==> src/rtl/irq_pkg.sv <==
// Shared definitions for the interrupt controller.
//   irq_state_t : controller FSM states
//   IRQ_N       : number of interrupt sources
//   IRQ_IDX_W   : width of a source index
//   MCAUSE_INT  : interrupt flag bit of mcause
package irq_pkg;

    localparam int          IRQ_N      = 32;
    localparam int          IRQ_IDX_W  = 5;
    localparam logic [31:0] MCAUSE_INT = 32'h8000_0000;

    typedef enum logic [1:0] {
        IDLE  = 2'd0,
        SERVE = 2'd1,
        FIN   = 2'd2
    } irq_state_t;

endpackage

==> src/rtl/irq_ctrl_rr_arbiter.sv <==
// Combinational round-robin picker.
//   req   in  IRQ_N      request vector (already masked)
//   ptr   in  IRQ_IDX_W  index searched first; search wraps modulo IRQ_N
//   valid out 1          any request set
//   idx   out IRQ_IDX_W  first set request at or after ptr
module rr_arbiter
    import irq_pkg::*;
(
    input  logic [IRQ_N-1:0]     req,
    input  logic [IRQ_IDX_W-1:0] ptr,
    output logic                 valid,
    output logic [IRQ_IDX_W-1:0] idx
);

    logic [2*IRQ_N-1:0]   req_dbl;
    logic [IRQ_N-1:0]     req_rot;
    logic [IRQ_IDX_W-1:0] offset;

    // Shifting the doubled vector right by ptr rotates bit ptr into bit 0,
    // so a plain lowest-bit priority encoder gives the distance from ptr.
    assign req_dbl = {req, req} >> ptr;
    assign req_rot = req_dbl[IRQ_N-1:0];

    always_comb begin
        offset = '0;
        for (int i = IRQ_N - 1; i >= 0; i--) begin
            if (req_rot[i]) begin
                offset = IRQ_IDX_W'(i);
            end
        end
    end

    assign valid = |req;
    // Wraps naturally in IRQ_IDX_W bits.
    assign idx   = ptr + offset;

endmodule

==> src/rtl/irq_ctrl.sv <==
// Round-robin interrupt controller between peripheral request buses and the core.
//   clk_i      in  1   system clock
//   rst_i      in  1   asynchronous active-high reset
//   int_req_i  in  32  level requests, bit i = source i
//   mie_i      in  32  per-source enable mask
//   int_rst_i  in  1   mret-retired pulse from the core
//   int_o      out 1   one-cycle interrupt pulse
//   mcause_o   out 32  cause of granted source, held through SERVE and FIN
//   int_fin_o  out 32  one-hot one-cycle finish strobe to the granted source
//
// state | meaning
// IDLE  | arbitrate masked requests each cycle
// SERVE | core is handling grant; wait for int_rst_i
// FIN   | strobe int_fin_o, advance ptr, give source a clock to drop its request
module irq_ctrl
    import irq_pkg::*;
#(
    parameter int CAUSE_BASE = 16
) (
    input  logic        clk_i,
    input  logic        rst_i,
    input  logic [31:0] int_req_i,
    input  logic [31:0] mie_i,
    input  logic        int_rst_i,
    output logic        int_o,
    output logic [31:0] mcause_o,
    output logic [31:0] int_fin_o
);

    localparam logic [5:0] CAUSE_BASE_6 = 6'(CAUSE_BASE);

    irq_state_t           state;
    logic [IRQ_IDX_W-1:0] ptr;
    logic [IRQ_IDX_W-1:0] grant;
    logic [IRQ_N-1:0]     pending;
    logic                 pick_valid;
    logic [IRQ_IDX_W-1:0] pick_idx;
    logic [5:0]           cause_code;

    assign pending = int_req_i & mie_i;

    rr_arbiter u_arb (
        .req   (pending),
        .ptr   (ptr),
        .valid (pick_valid),
        .idx   (pick_idx)
    );

    always_ff @(posedge clk_i or posedge rst_i) begin
        if (rst_i) begin
            state <= IDLE;
            ptr   <= '0;
            grant <= '0;
            int_o <= 1'b0;
        end else begin
            int_o <= 1'b0;
            unique case (state)
                IDLE: begin
                    if (pick_valid) begin
                        grant <= pick_idx;
                        int_o <= 1'b1;
                        state <= SERVE;
                    end
                end
                SERVE: begin
                    if (int_rst_i) begin
                        state <= FIN;
                    end
                end
                FIN: begin
                    // Next search starts just past the source just served.
                    ptr   <= grant + 5'd1;
                    state <= IDLE;
                end
                default: state <= IDLE;
            endcase
        end
    end

    // Six-bit sum, zero-extended into the low bits of mcause.
    assign cause_code = CAUSE_BASE_6 + {1'b0, grant};

    always_comb begin
        mcause_o  = '0;
        int_fin_o = '0;
        if (state != IDLE) begin
            mcause_o = MCAUSE_INT | {26'd0, cause_code};
        end
        if (state == FIN) begin
            int_fin_o = 32'd1 << grant;
        end
    end

endmodule

==> config.mk <==
export PLATFORM = sky130hd
export DESIGN_NAME = irq_ctrl
export DESIGN_NICKNAME = d
export VERILOG_FILES = /design/src/rtl/irq_pkg.sv /design/src/rtl/irq_ctrl_rr_arbiter.sv /design/src/rtl/irq_ctrl.sv
export SDC_FILE = /design/constraint.sdc
export NUM_CORES = 1
export LEC_CHECK = 0
export BUFFER_PORTS_ARGS = -buffer_cell sky130_fd_sc_hd__buf_2
export CAP_MARGIN = 10
export CORE_MARGIN = 2
export CORE_UTILIZATION = 50
export DETAILED_ROUTE_END_ITERATION = 8
export PLACE_DENSITY = 0.81
export SYNTH_ARGS = -nofsm -noshare
export SYNTH_HDL_FRONTEND = slang
export SYNTH_HIERARCHICAL = 1
export SYNTH_SLANG_ARGS = --single-unit
==> constraint.sdc <==
create_clock -name clk_i -period 4.3 [get_ports clk_i]
set_input_delay 0.86 -clock clk_i [delete_from_list [all_inputs] [get_ports clk_i]]
set_output_delay 0.86 -clock clk_i [all_outputs]
set_load 0.01 [all_outputs]
# Word-level counts from Yosys, hierarchy flattened
# Index checks and enable logic that the tools add are counted.
# classes
addsub,3
multipliers,0
div,0
n_lt_le_gt_ge,0
eq_ne,4
n_shift,2
n_mux,39
bitwise_logic,1
n_reduce_logical,5
# op_table
op,count
5-bit two-way mux,32
32-bit two-way mux,2
64-bit by 5-bit >> shifter with 32-bit output,1
32-bit bitwise AND,1
32-bit OR reduction,1
"1-bit by 5-bit left shift with 32-bit output, first input constant",1
"5-bit by 5-bit adder with 6-bit output, first input constant",1
"5-bit by 1-bit adder with 5-bit output, second input constant",1
5-bit adder,1
2-bit two-way mux,2
"2-bit != test, second input constant",2
2-bit case mux with 2 select lines,1
2-bit AND reduction,2
"2-bit by 1-bit == test with 1-bit output, second input constant",1
"2-bit == test, second input constant",1
2-bit logical NOT,1
1-bit two-way mux,2
2-bit nonzero test,1
# word_totals
register_bits,13
latchBits,0
ramBits,0
mem_bits_ro,0
input_bits,67
output_inout_bits,65
elab_cells,58
n_memories,0

# Depth between registers and ports, before layout
# depth
depth_word,35
depth_mapped,22
depth_no_buf,18

# By module
# The synthesis kept the hierarchy.
# by_module_without_submodules
mod,instances,cells_per_inst,area_each_um2,seq_area_each_um2
rr_arbiter,1,365,3917.5,0.0
irq_ctrl,1,171,1295.0,325.3

# Worst setup path after synthesis
# OpenSTA, ideal clock, no wires.
# synth_timing
path_kind,in2reg
start,in int_req_i[8]
end,reg grant[4]
setup_ns,0.125
arrival_ns,4.570
t_required_ns,4.175
path_slack_ns,-0.395
path_stages,17
n_path_buf,0
path_cell_list,and2_1 mux4_1 mux4_2 mux2_4 a21o_1 a2111o_1 a211oi_1 and4b_1 ha_1 inv_1 fa_1 inv_1 a21o_1 a21oi_1 xnor2_1 xnor2_1 mux2_4
# synth_between
elab_chain_cells,35
elab_cells_between_ends,37
cone_classes,1 x add/sub; 1 x shift; 32 x mux; 1 x bitwise; 2 x reduce/logical
# synth_rtl
element,line,source
"start, declared",irq_ctrl.sv:22,"input logic [31:0] int_req_i,"
32-bit bitwise AND *,irq_ctrl.sv:40,assign pending = int_req_i & mie_i;
64-bit by 5-bit >> shifter with 32-bit output *,irq_ctrl_rr_arbiter.sv:21,"assign req_dbl = {req, req} >> ptr;"
5-bit two-way mux (31 in a row),irq_ctrl_rr_arbiter.sv:27,if (req_rot[i]) begin
5-bit two-way mux *,irq_ctrl_rr_arbiter.sv:27,
5-bit adder *,irq_ctrl_rr_arbiter.sv:35,assign idx = ptr + offset;
named net pick_idx[4],irq_ctrl.sv:37,logic [IRQ_IDX_W-1:0] pick_idx;
"end signal, assigned",irq_ctrl.sv:60,grant <= pick_idx;
"end, declared",irq_ctrl.sv:34,logic [IRQ_IDX_W-1:0] grant;
# Mark *: on every way through the listed nets, which the timed path passes. The rest lies on a longest branch.
# A chain may end at the register's enable or synchronous reset.

# Final worst setup path
# layout_timing
start,in int_req_i[11]
end,reg grant[4]
# layout_between
elab_chain_cells,35
elab_cells_between_ends,37
cone_classes,1 x add/sub; 1 x shift; 32 x mux; 1 x bitwise; 2 x reduce/logical
# layout_rtl
element,line,source
32-bit bitwise AND *,irq_ctrl.sv:40,
named net pending[11],irq_ctrl.sv:35,logic [IRQ_N-1:0] pending;
64-bit by 5-bit >> shifter with 32-bit output *,irq_ctrl_rr_arbiter.sv:21,
5-bit two-way mux (31 in a row),irq_ctrl_rr_arbiter.sv:27,
5-bit two-way mux *,irq_ctrl_rr_arbiter.sv:27,
5-bit adder *,irq_ctrl_rr_arbiter.sv:35,
named net pick_idx[4],irq_ctrl.sv:37,
# Marked as above.

==> flow_summary.yaml <==
run_status:
  status: "finished with violations"
  violations: "negative setup slack"
synthesis:
  yosysMostFrequentCell: "mux4_2"
  synth_adder_area_share_pct: 2.78
  yosys.area_share.xor_xnor_pct: 0.840
  muxShareOfSynthArea_pct: 49.7
  yosys.area.top_type: "mux4_2"
  synth_ff_type: "dfrtp_1"
  synth_edf_count: 0
  ys_types: 74
  yosysWarnings: 6
  synthTopCellsByCount: "mux4_2, nor2_1, mux2i_1"
  yosysSeqAreaShare_pct: 6.24
  avgSynthCellArea_um2: 9.72
  yosys_register_bits: 13
  synth_top_family_by_area: "multiplexers"
  synth_top_cell_area_share_pct: 34.1
  netlist_instances: 536
  synth_compound_area_share_pct: 13.1
  synthSimpleGateAreaFrac_pct: 18.4
  netlist_area_um2: 5210
  synth_area_leaders: "mux4_2, mux2i_1, dfrtp_1"
  synthArstFlopShare_pct: 100
detailed_routing:
  ant_nets: 0
  routed_wl_um: 20200
  dr.pass1.iters: 5
  viasPerCell: 6.77
  avgRoutedWirePerCell_um: 23.2
  drt_iter0_markers: 713
  vias: 5888
  drc: 0
placed_design:
  gp_congestion: 1.07
  io_buffers: 106
  placed_area_um2: 6630
  hpwl_um: 15600
  post-place-cells: 852
pwr:
  max-vdd-ir-drop_mv: 0.599
  p_leak_nw: 3.11
  power_w: 0.00596
  powerDensity_nw_per_um2: 857
timing:
  rsz0062_at_grt: "true"
  fmaxAchievable_mhz: 219
  period_share_pct: 106
  finalCriticalPeriod_ns: 4.57
  slew_headroom_pct: 53.0
  final-setup-viol-count: 2
  fin_skew_ns: 0.00109
  slew_viol_final: 0
  hold_violations: 0
  tightest_slew_ns: 0.705
  fin_ws_ns: -0.274
clocking:
  cts_buffer_depth: 2
  cts_num_sinks: 13
  cts_made_buffers: 3
  cts.reportedPaths.clkPinSlew_ns: 0.06
  cts_tree: "built"
  insertion_delay_ns: 0.25
  cts-root-buf: "clkbuf_8"
  htreeDepth: 1
floorplanning:
  die-height_um: 106
  initial_core_util_pct: 50.9
  core_um2: 10200
  io_pins: 132
  die_area_um2: 11300
  rows: 37
  fp.dieW_um: 106
final_layout:
  num_antenna_cells: 0
  nets: 813
  ff_latch_area_um2: 329
  final_cell_area_um2: 6950
  multiInputGateArea_um2: 4720
  fin_cells: 870
  utilization_pct: 67.9
  fill_cells: 804
  drive_above_1_share_pct: 55.0
  syn_to_final_growth_pct: 33.3
global_routing:
  grt_usage_pct: 34.6
  grt_max_degree: 28
  antenna_found_initial: 0
  gr-total-overflow: 0
  grt_pass1_wl_um: 30100
  grt_pass1_vias: 5523
job:
  timing.max_cap.violations: 0
worst_setup_path:
  startpoint_type: "input port"
  crit_type: "in -> reg"
  cp.required_ns: 4.44
  worstSetupEndpointType: "register"
  cp.arrival_ns: 4.71
  crit_fanout: 8
hold_path:
  hold_class: "reg -> reg"
[worst max-delay path, cell delays in order]
cell	delay (ns)
buf_2	0.10
and2_4	0.20
mux4_2	0.52
mux4_2	0.51
o211ai_1	0.32
nand2_1	0.15
a2111oi_4	0.32
a211oi_2	0.11
and4b_1	0.27
ha_2	0.20
inv_2	0.04
fa_2	0.33
inv_1	0.06
a21o_1	0.13
a21oi_2	0.06
xnor2_1	0.18
xnor2_1	0.09
mux2_4	0.26
[layout by cell type, fill, tap and decap left out, drive strengths merged, types with 5 or more instances in the layout]
cell type and instances:
a21o 6, buf 232, mux4 83, and2 40, nand3 12, a221o 6
conb 25, nand2 38, nor3 13, o22ai 13, ha 10, inv 14
nand2b 11, o22a 5, dfrtp 13, mux2i 39, a21oi 9, o21ai 7
mux2 26, a221oi 6, o211ai 6, nor4 9, nor2 46
[sequential cells by signal, indices dropped and copies added, names as in the netlist]
name,count
grant,5
ptr,5
state,2
int_o,1
[timing repair]
item | CTS | global route
buffers inserted | 2 | 9
cloned | 0 | 3
setup endpoints to repair | 3 | 4
pin swaps | 3 | 17
hold buffers | 0 | 0
resized for setup | 9 | 36
[power breakdown]
part           internal (W)  switching (W)  total (W)
clock network     0.0000657      0.0000494   0.000115
logic               0.00281        0.00272    0.00554
registers          0.000177       0.000131   0.000308
total               0.00306        0.00290    0.00596
[path summary, 6_finish.rpt]
check	startpoint	slack (ns)	endpoint	cells past startpoint
max	int_req_i[11]	-0.27	grant[4]	18
min	state[1]	0.57	state[0]	1
max reg2reg	ptr[2]	-0.14	grant[4]	20
min reg2reg	state[1]	0.57	state[0]	1
max in group asynchronous	rst_i	3.28	ptr[2]	2
min in group asynchronous	rst_i	0.64	state[0]	2
[area by class of cell]
class | count | area share [%]
Sequential cell | 13 | 4.74
Clock buffer | 4 | 0.648
Timing Repair Buffer | 232 | 23.4
Multi-Input combinational cell | 470 | 68.0
Tap cell | 136 | 2.45
Inverter | 15 | 0.810
[logic make-up after synthesis]
logic type                 after synthesis
DFF                                     13
AOI/OAI and AO/OA                       90
buffers and inverters                   80
adders and majority gates               11
muxes                                  148
xor gates and xnor gates                 5
other                                    1
and+or+nand+nor                        188
[metal layers]
layer | vias to the layer above | track usage, % | routed length [um]
met1 | 2837 | 46.1 | 7490
met2 | 482 | 55.9 | 9430
met4 | 0 | 11.7 | 878
met5 | - | 0 | 0
met3 | 87 | 7.91 | 2420
li1 | 2482 | - | -
[metrics by stage]
stage          hold slack, ns  setup TNS [ns]  setup WS, ns
3_5_place_dp            0.561           -1.55        -0.623
3_3_place_gp            0.537           -1.15        -0.493
4_1_cts                 0.566          -0.193        -0.193
6_report                0.566          -0.277        -0.274
5_1_grt                 0.602          -0.500        -0.367
2_1_floorplan           0.465          -0.110        -0.110
No activity file was read; power rests on OpenSTA's default activity.
